## src/rtl/roe_run_ctrl.sv

```systemverilog
// roe_run_ctrl: run controller for the ROE core.
// Answers the host req/ack handshake and steers the PC. A run starts from
// START_ADDR after reset, or one instruction past the halt that ended the
// previous run. The core executes until the decoder flags halt. Then ack
// is raised and held until the next accepted request.
// Optional feature: define ROE_WATCHDOG_EN to end runs after MAX_CYCLES
// RUN cycles without a halt, flagged on timeout.
module roe_run_ctrl #(
    parameter int PC_W       = 10,
    parameter int START_ADDR = 0,
    parameter int CNT_W      = 16,
    parameter int MAX_CYCLES = 1000
) (
    input  logic             clk,
    input  logic             reset,
    input  logic             req,
    input  logic             halt,
    output logic             ack,
    output logic             busy,
    output logic             pc_load,
    output logic [PC_W-1:0]  pc_start,
    output logic             pc_en,
    output logic             timeout,
    output logic [CNT_W-1:0] run_cycles
);

    typedef enum logic [2:0] {
        S_IDLE = 3'd0,
        S_LOAD = 3'd1,
        S_STEP = 3'd2,
        S_RUN  = 3'd3,
        S_DONE = 3'd4
    } state_t;

`ifdef ROE_WATCHDOG_EN
    localparam logic WD_EN = 1'b1;
`else
    // No watchdog: expiry can never fire, so timeout stays 0.
    localparam logic WD_EN = 1'b0;
`endif

    localparam logic [CNT_W-1:0] WD_LAST = CNT_W'(MAX_CYCLES - 1);

    state_t           state_r;
    state_t           state_next_s;
    logic             req_q_r;
    logic             accept_s;
    logic             wd_expire_s;
    logic             ack_r;
    logic             busy_r;
    logic             timeout_r;
    logic [CNT_W-1:0] run_cycles_r;

    // Saturating increment so a very long run never wraps the counter.
    function automatic logic [CNT_W-1:0] sat_inc(input logic [CNT_W-1:0] v);
        if (&v) begin
            return v;
        end else begin
            return v + CNT_W'(1);
        end
    endfunction

    // Request acceptance: a fresh rising edge while waiting, and watchdog expiry.
    always_comb begin
        accept_s    = req & ~req_q_r & ((state_r == S_IDLE) | (state_r == S_DONE));
        wd_expire_s = WD_EN & (state_r == S_RUN) & ~halt & (run_cycles_r == WD_LAST);
    end

    // Next-state logic plus the combinational PC strobes.
    always_comb begin
        state_next_s = state_r;
        pc_load      = 1'b0;
        pc_en        = 1'b0;
        case (state_r)
            S_IDLE: begin
                if (accept_s) begin
                    state_next_s = S_LOAD;
                end else begin
                    state_next_s = S_IDLE;
                end
            end
            S_LOAD: begin
                pc_load      = 1'b1;
                state_next_s = S_RUN;
            end
            S_STEP: begin
                // Step over the halt that ended the previous run.
                pc_en        = 1'b1;
                state_next_s = S_RUN;
            end
            S_RUN: begin
                if (halt) begin
                    state_next_s = S_DONE;
                end else if (wd_expire_s) begin
                    state_next_s = S_DONE;
                end else begin
                    pc_en        = 1'b1;
                    state_next_s = S_RUN;
                end
            end
            S_DONE: begin
                if (accept_s) begin
                    state_next_s = S_STEP;
                end else begin
                    state_next_s = S_DONE;
                end
            end
            default: begin
                state_next_s = S_IDLE;
            end
        endcase
    end

    // State, request history and registered handshake/status outputs.
    always_ff @(posedge clk) begin
        if (!reset) begin
            state_r      <= S_IDLE;
            req_q_r      <= 1'b0;
            ack_r        <= 1'b0;
            busy_r       <= 1'b0;
            timeout_r    <= 1'b0;
            run_cycles_r <= '0;
        end else begin
            state_r <= state_next_s;
            req_q_r <= req;
            ack_r   <= (state_next_s == S_DONE);
            busy_r  <= (state_next_s == S_LOAD) | (state_next_s == S_STEP) |
                       (state_next_s == S_RUN);
            if ((state_next_s == S_LOAD) || (state_next_s == S_STEP)) begin
                run_cycles_r <= '0;
                timeout_r    <= 1'b0;
            end else if (state_r == S_RUN) begin
                run_cycles_r <= sat_inc(run_cycles_r);
                if (wd_expire_s && !halt) begin
                    timeout_r <= 1'b1;
                end
            end
        end
    end

    assign ack        = ack_r;
    assign busy       = busy_r;
    assign timeout    = timeout_r;
    assign run_cycles = run_cycles_r;
    assign pc_start   = PC_W'(START_ADDR);

endmodule

```

## config.mk

```make
export PLATFORM = sky130hd
export DESIGN_NAME = roe_run_ctrl
export DESIGN_NICKNAME = d
export VERILOG_FILES = /design/src/rtl/roe_run_ctrl.sv
export SDC_FILE = /design/constraint.sdc
export NUM_CORES = 1
export LEC_CHECK = 0
export ABC_AREA = 0
export BUFFER_PORTS_ARGS = -buffer_cell sky130_fd_sc_hd__buf_4
export CORE_MARGIN = 2
export CORE_UTILIZATION = 46
export CTS_CLUSTER_SIZE = 25
export DETAILED_ROUTE_END_ITERATION = 8
export HOLD_SLACK_MARGIN = 0.06
export PLACE_DENSITY_LB_ADDON = 0.05
export SYNTH_ARGS = -nofsm -noshare
export SYNTH_HDL_FRONTEND = slang
export SYNTH_SLANG_ARGS = --single-unit
```

## constraint.sdc

```tcl
create_clock -name clk -period 1.6 [get_ports clk]
set_input_delay 0.08 -clock clk [delete_from_list [all_inputs] [get_ports clk]]
set_output_delay 0.08 -clock clk [all_outputs]
set_load 0.01 [all_outputs]
```

==> out/results.tsv <==
metric	value	unit
TritonCTS clock tree	yes	
CTS clock-pin slew for the worst setup and hold paths	140	ps
Vias/cell	5.61	
setup violators final	0	
switching part of the total power	25.7	%
die height	55.6	um
HP Class	flop to flop	
row cnt	18	
setup TNS	0	ps
Worst Path Max Fanout	10	
Routed WL	2980	um
Hold Startpoint	run_cycles[11]	
aggregate global-route resource usage	18.4	%
core outline area	2500	um2
CP Data Required Time	1840	ps
synth warn	0	
post-synthesis sequential area ratio	36.0	%
Peak Freq	642	MHz
Setup crit start kind	flop	
# H-tree levels	1	
Cells after Synth	140	
Post-synth ARST share	0	%
largest net degree at the start of global routing	13	
Post-DP Area	1500	um2
Mapped Avg Cell Area	8.75	um2
clock sinks	22	
Num CTS Buffers	3	
Worst R2R Setup Slack	40	ps
vias in the first global route	1047	
total chip power	1.04	mW
antenna viol nets, final	0	
CTS max path bufs	2	
worst skew pair latency	310	ps
Unique masters post-synth	38	
die span in x	55.6	um
global-route wire length before repair	4700	um
Post-synth EDFFs	0	
via total after detailed routing	1228	
IO Count	35	
Clock power frac	29.9	%
final instance area	1680	um2
Ant. Diodes	0	
sequential cell area	455	um2
Crit path arrival time	1800	ps
Die Area	3090	um2
endpoints failing hold	0	
flops & latches, synth	22	
Final Critical Period	1560	ps
unrepaired setup endpoints after global routing	yes	
DR WL/cell	13.6	um
Port Buffers	23	
Slew Limit Fails	0	
maxcap violations	0	
synthesized cell area	1220	um2
PwrDens	621	nW/um2
gpl congestion	0.809	
number of nets in the layout	195	
Final Cycle Share	97.3	%
DR iter-0 viols	33	
Critical Path End Type	flop	
Starting Density	49.0	%
Crit Path Class	flop to flop	
Area Growth Syn to Fin	37.0	%
Max Clock Skew	19.3	ps
P_leak	0.677	nW
Cell Int Power	0.773	mW
multi-input logic area	727	um2
share of layout cells above drive strength 1	41.3	%
filler instances	224	
switching pwr	0.268	mW
drt pass-1 iters	4	
peak supply drop	0.458	mV
GR Overflow Total	0	
reg2reg start	state_r[2]	
status	finished, final reports clean	
CP Launch Point	state_r[2]	
initial antenna violation count	0	
Comb power frac	15.7	%
clock root buffer	clkbuf_4	
Flop pwr share	54.4	%
ys flop type	dfxtp_1	
DP Wirelength	2170	um
drt drc	0	
Hold WS	500	ps
-- flip-flops by register name (all words and copies together), names as in the netlist --
signal / count
ack: 1
state_r: 3
busy: 1
req_q_r: 1
run_cycles: 16
-- through the flow --
| stage | utilization (%) | cells | setup slack, ps |
|---|---|---|---|
| finish | 67.1 | 219 | 42.4 |
| global route | 67.1 | 219 | -26.3 |
| CTS | 63.4 | 216 | 5.34 |
| detailed placement | 59.9 | 207 | 22.6 |
| global placement | 59.9 | 207 | 48.5 |
| floorplan | - | 150 | 30.0 |
-- worst paths after layout --
path | endpoint | cells past startpoint
worst max-delay path | run_cycles[14] | 6
worst min-delay path | run_cycles[11] | 2
worst max register to register | run_cycles[14] | 6
worst min register to register | run_cycles[11] | 2
-- area by class of cell --
type	count	share of cell area, %
inverter	3	0.671
timing repair buffer	53	24.5
clock buffer	4	2.16
tap	30	2.24
sequential	22	27.1
multi-input combinational	107	43.3
-- power by group through the flow --
stage | Combinational [mW] | Clock [mW] | Sequential, mW
2_1_floorplan | 0.117 | 0 | 0.581
3_3_place_gp | 0.145 | 0 | 0.580
3_5_place_dp | 0.146 | 0 | 0.580
4_1_cts | 0.155 | 0.320 | 0.568
5_1_grt | 0.178 | 0.352 | 0.568
6_report | 0.164 | 0.311 | 0.566
-- per-layer routing --
layer  wire length (um)  track usage [%]  part of all wire [%]
met1               1370             25.0                    46
met2               1460             30.1                    49
met3                128             2.56                   4.3
met4                 31             6.27                   1.0
met5                  0                0                     0
-- layout by cell type (no fill, tap or decap), types with 2 or more instances in the layout --
cell type      netlist  layout
nand3b_1             2       2
conb_1               1      11
nand2_1              9       9
o311ai_0             2       2
o21ai_0              7       7
and2_1               2       2
inv_1                3       3
o31ai_1              6       6
nand3_1              6       5
nand4_1              5       5
nand2b_1             2       2
buf_4               14      48
and4_1               3       3
nor3b_1              2       2
a21oi_1             14      12
a211oi_1             3       3
dfxtp_1             22      12
or4_1                5       4
nor2b_1              5       5
o41ai_1              3       3
clkbuf_4             1       3
or3_1                4       4
dfxtp_2              0       9
dlygate4sd3_1        0       5
a21oi_2              0       2
-- what timing repair did --
item | CTS | global route
pin swaps | 1 | 5
hold endpoints to repair | 4 | 0
setup buffers | 0 | 3
resized for setup | 1 | 24
endpoints found under the setup margin | 4 | 16
hold buffers | 5 | 0
-- logic make-up (layout without fill, tap and decap cells) --
group	Yosys count	in the layout	synth area share, %
adder cells (fa/ha/maj)	1	1	1.02
buffers and inverters	21	60	12.4
AO/OA/AOI/OAI	37	37	19.0
other	1	11	0.306
flip-flops	22	22	36.0
AND/OR/NAND/NOR	58	58	31.4
-- worst max-delay path: stages, from the launching register on --
cell and delay (ps):
dfxtp_1 330, buf_4 160, and4b_2 320, nand3_2 110
buf_4 160, o21ai_0 180, nor3b_1 210
-- synthesized netlist by cell type, types with 2 or more instances --
cell,n,share of area (%)
o41ai_1,3,2.1
and2_2,2,1.2
nand4_1,5,2.6
or4_1,5,3.1
nand2_1,9,2.8
and4_1,3,2.1
nand3b_1,2,1.2
o31ai_1,6,3.7
or3_1,4,2.0
nor2b_1,5,2.6
nor3b_1,2,1.2
dfxtp_1,22,36
buf_6,2,1.8
inv_1,3,0.92
nand2b_1,2,1.0
o21ai_0,7,2.9
nor2_1,2,0.61
nand3_1,6,2.5
and2_1,2,1.0
a211oi_1,3,1.8
buf_4,14,8.6
a21oi_1,14,5.7
o311ai_0,2,1.4
No activity file was read; power rests on OpenSTA's default activity.
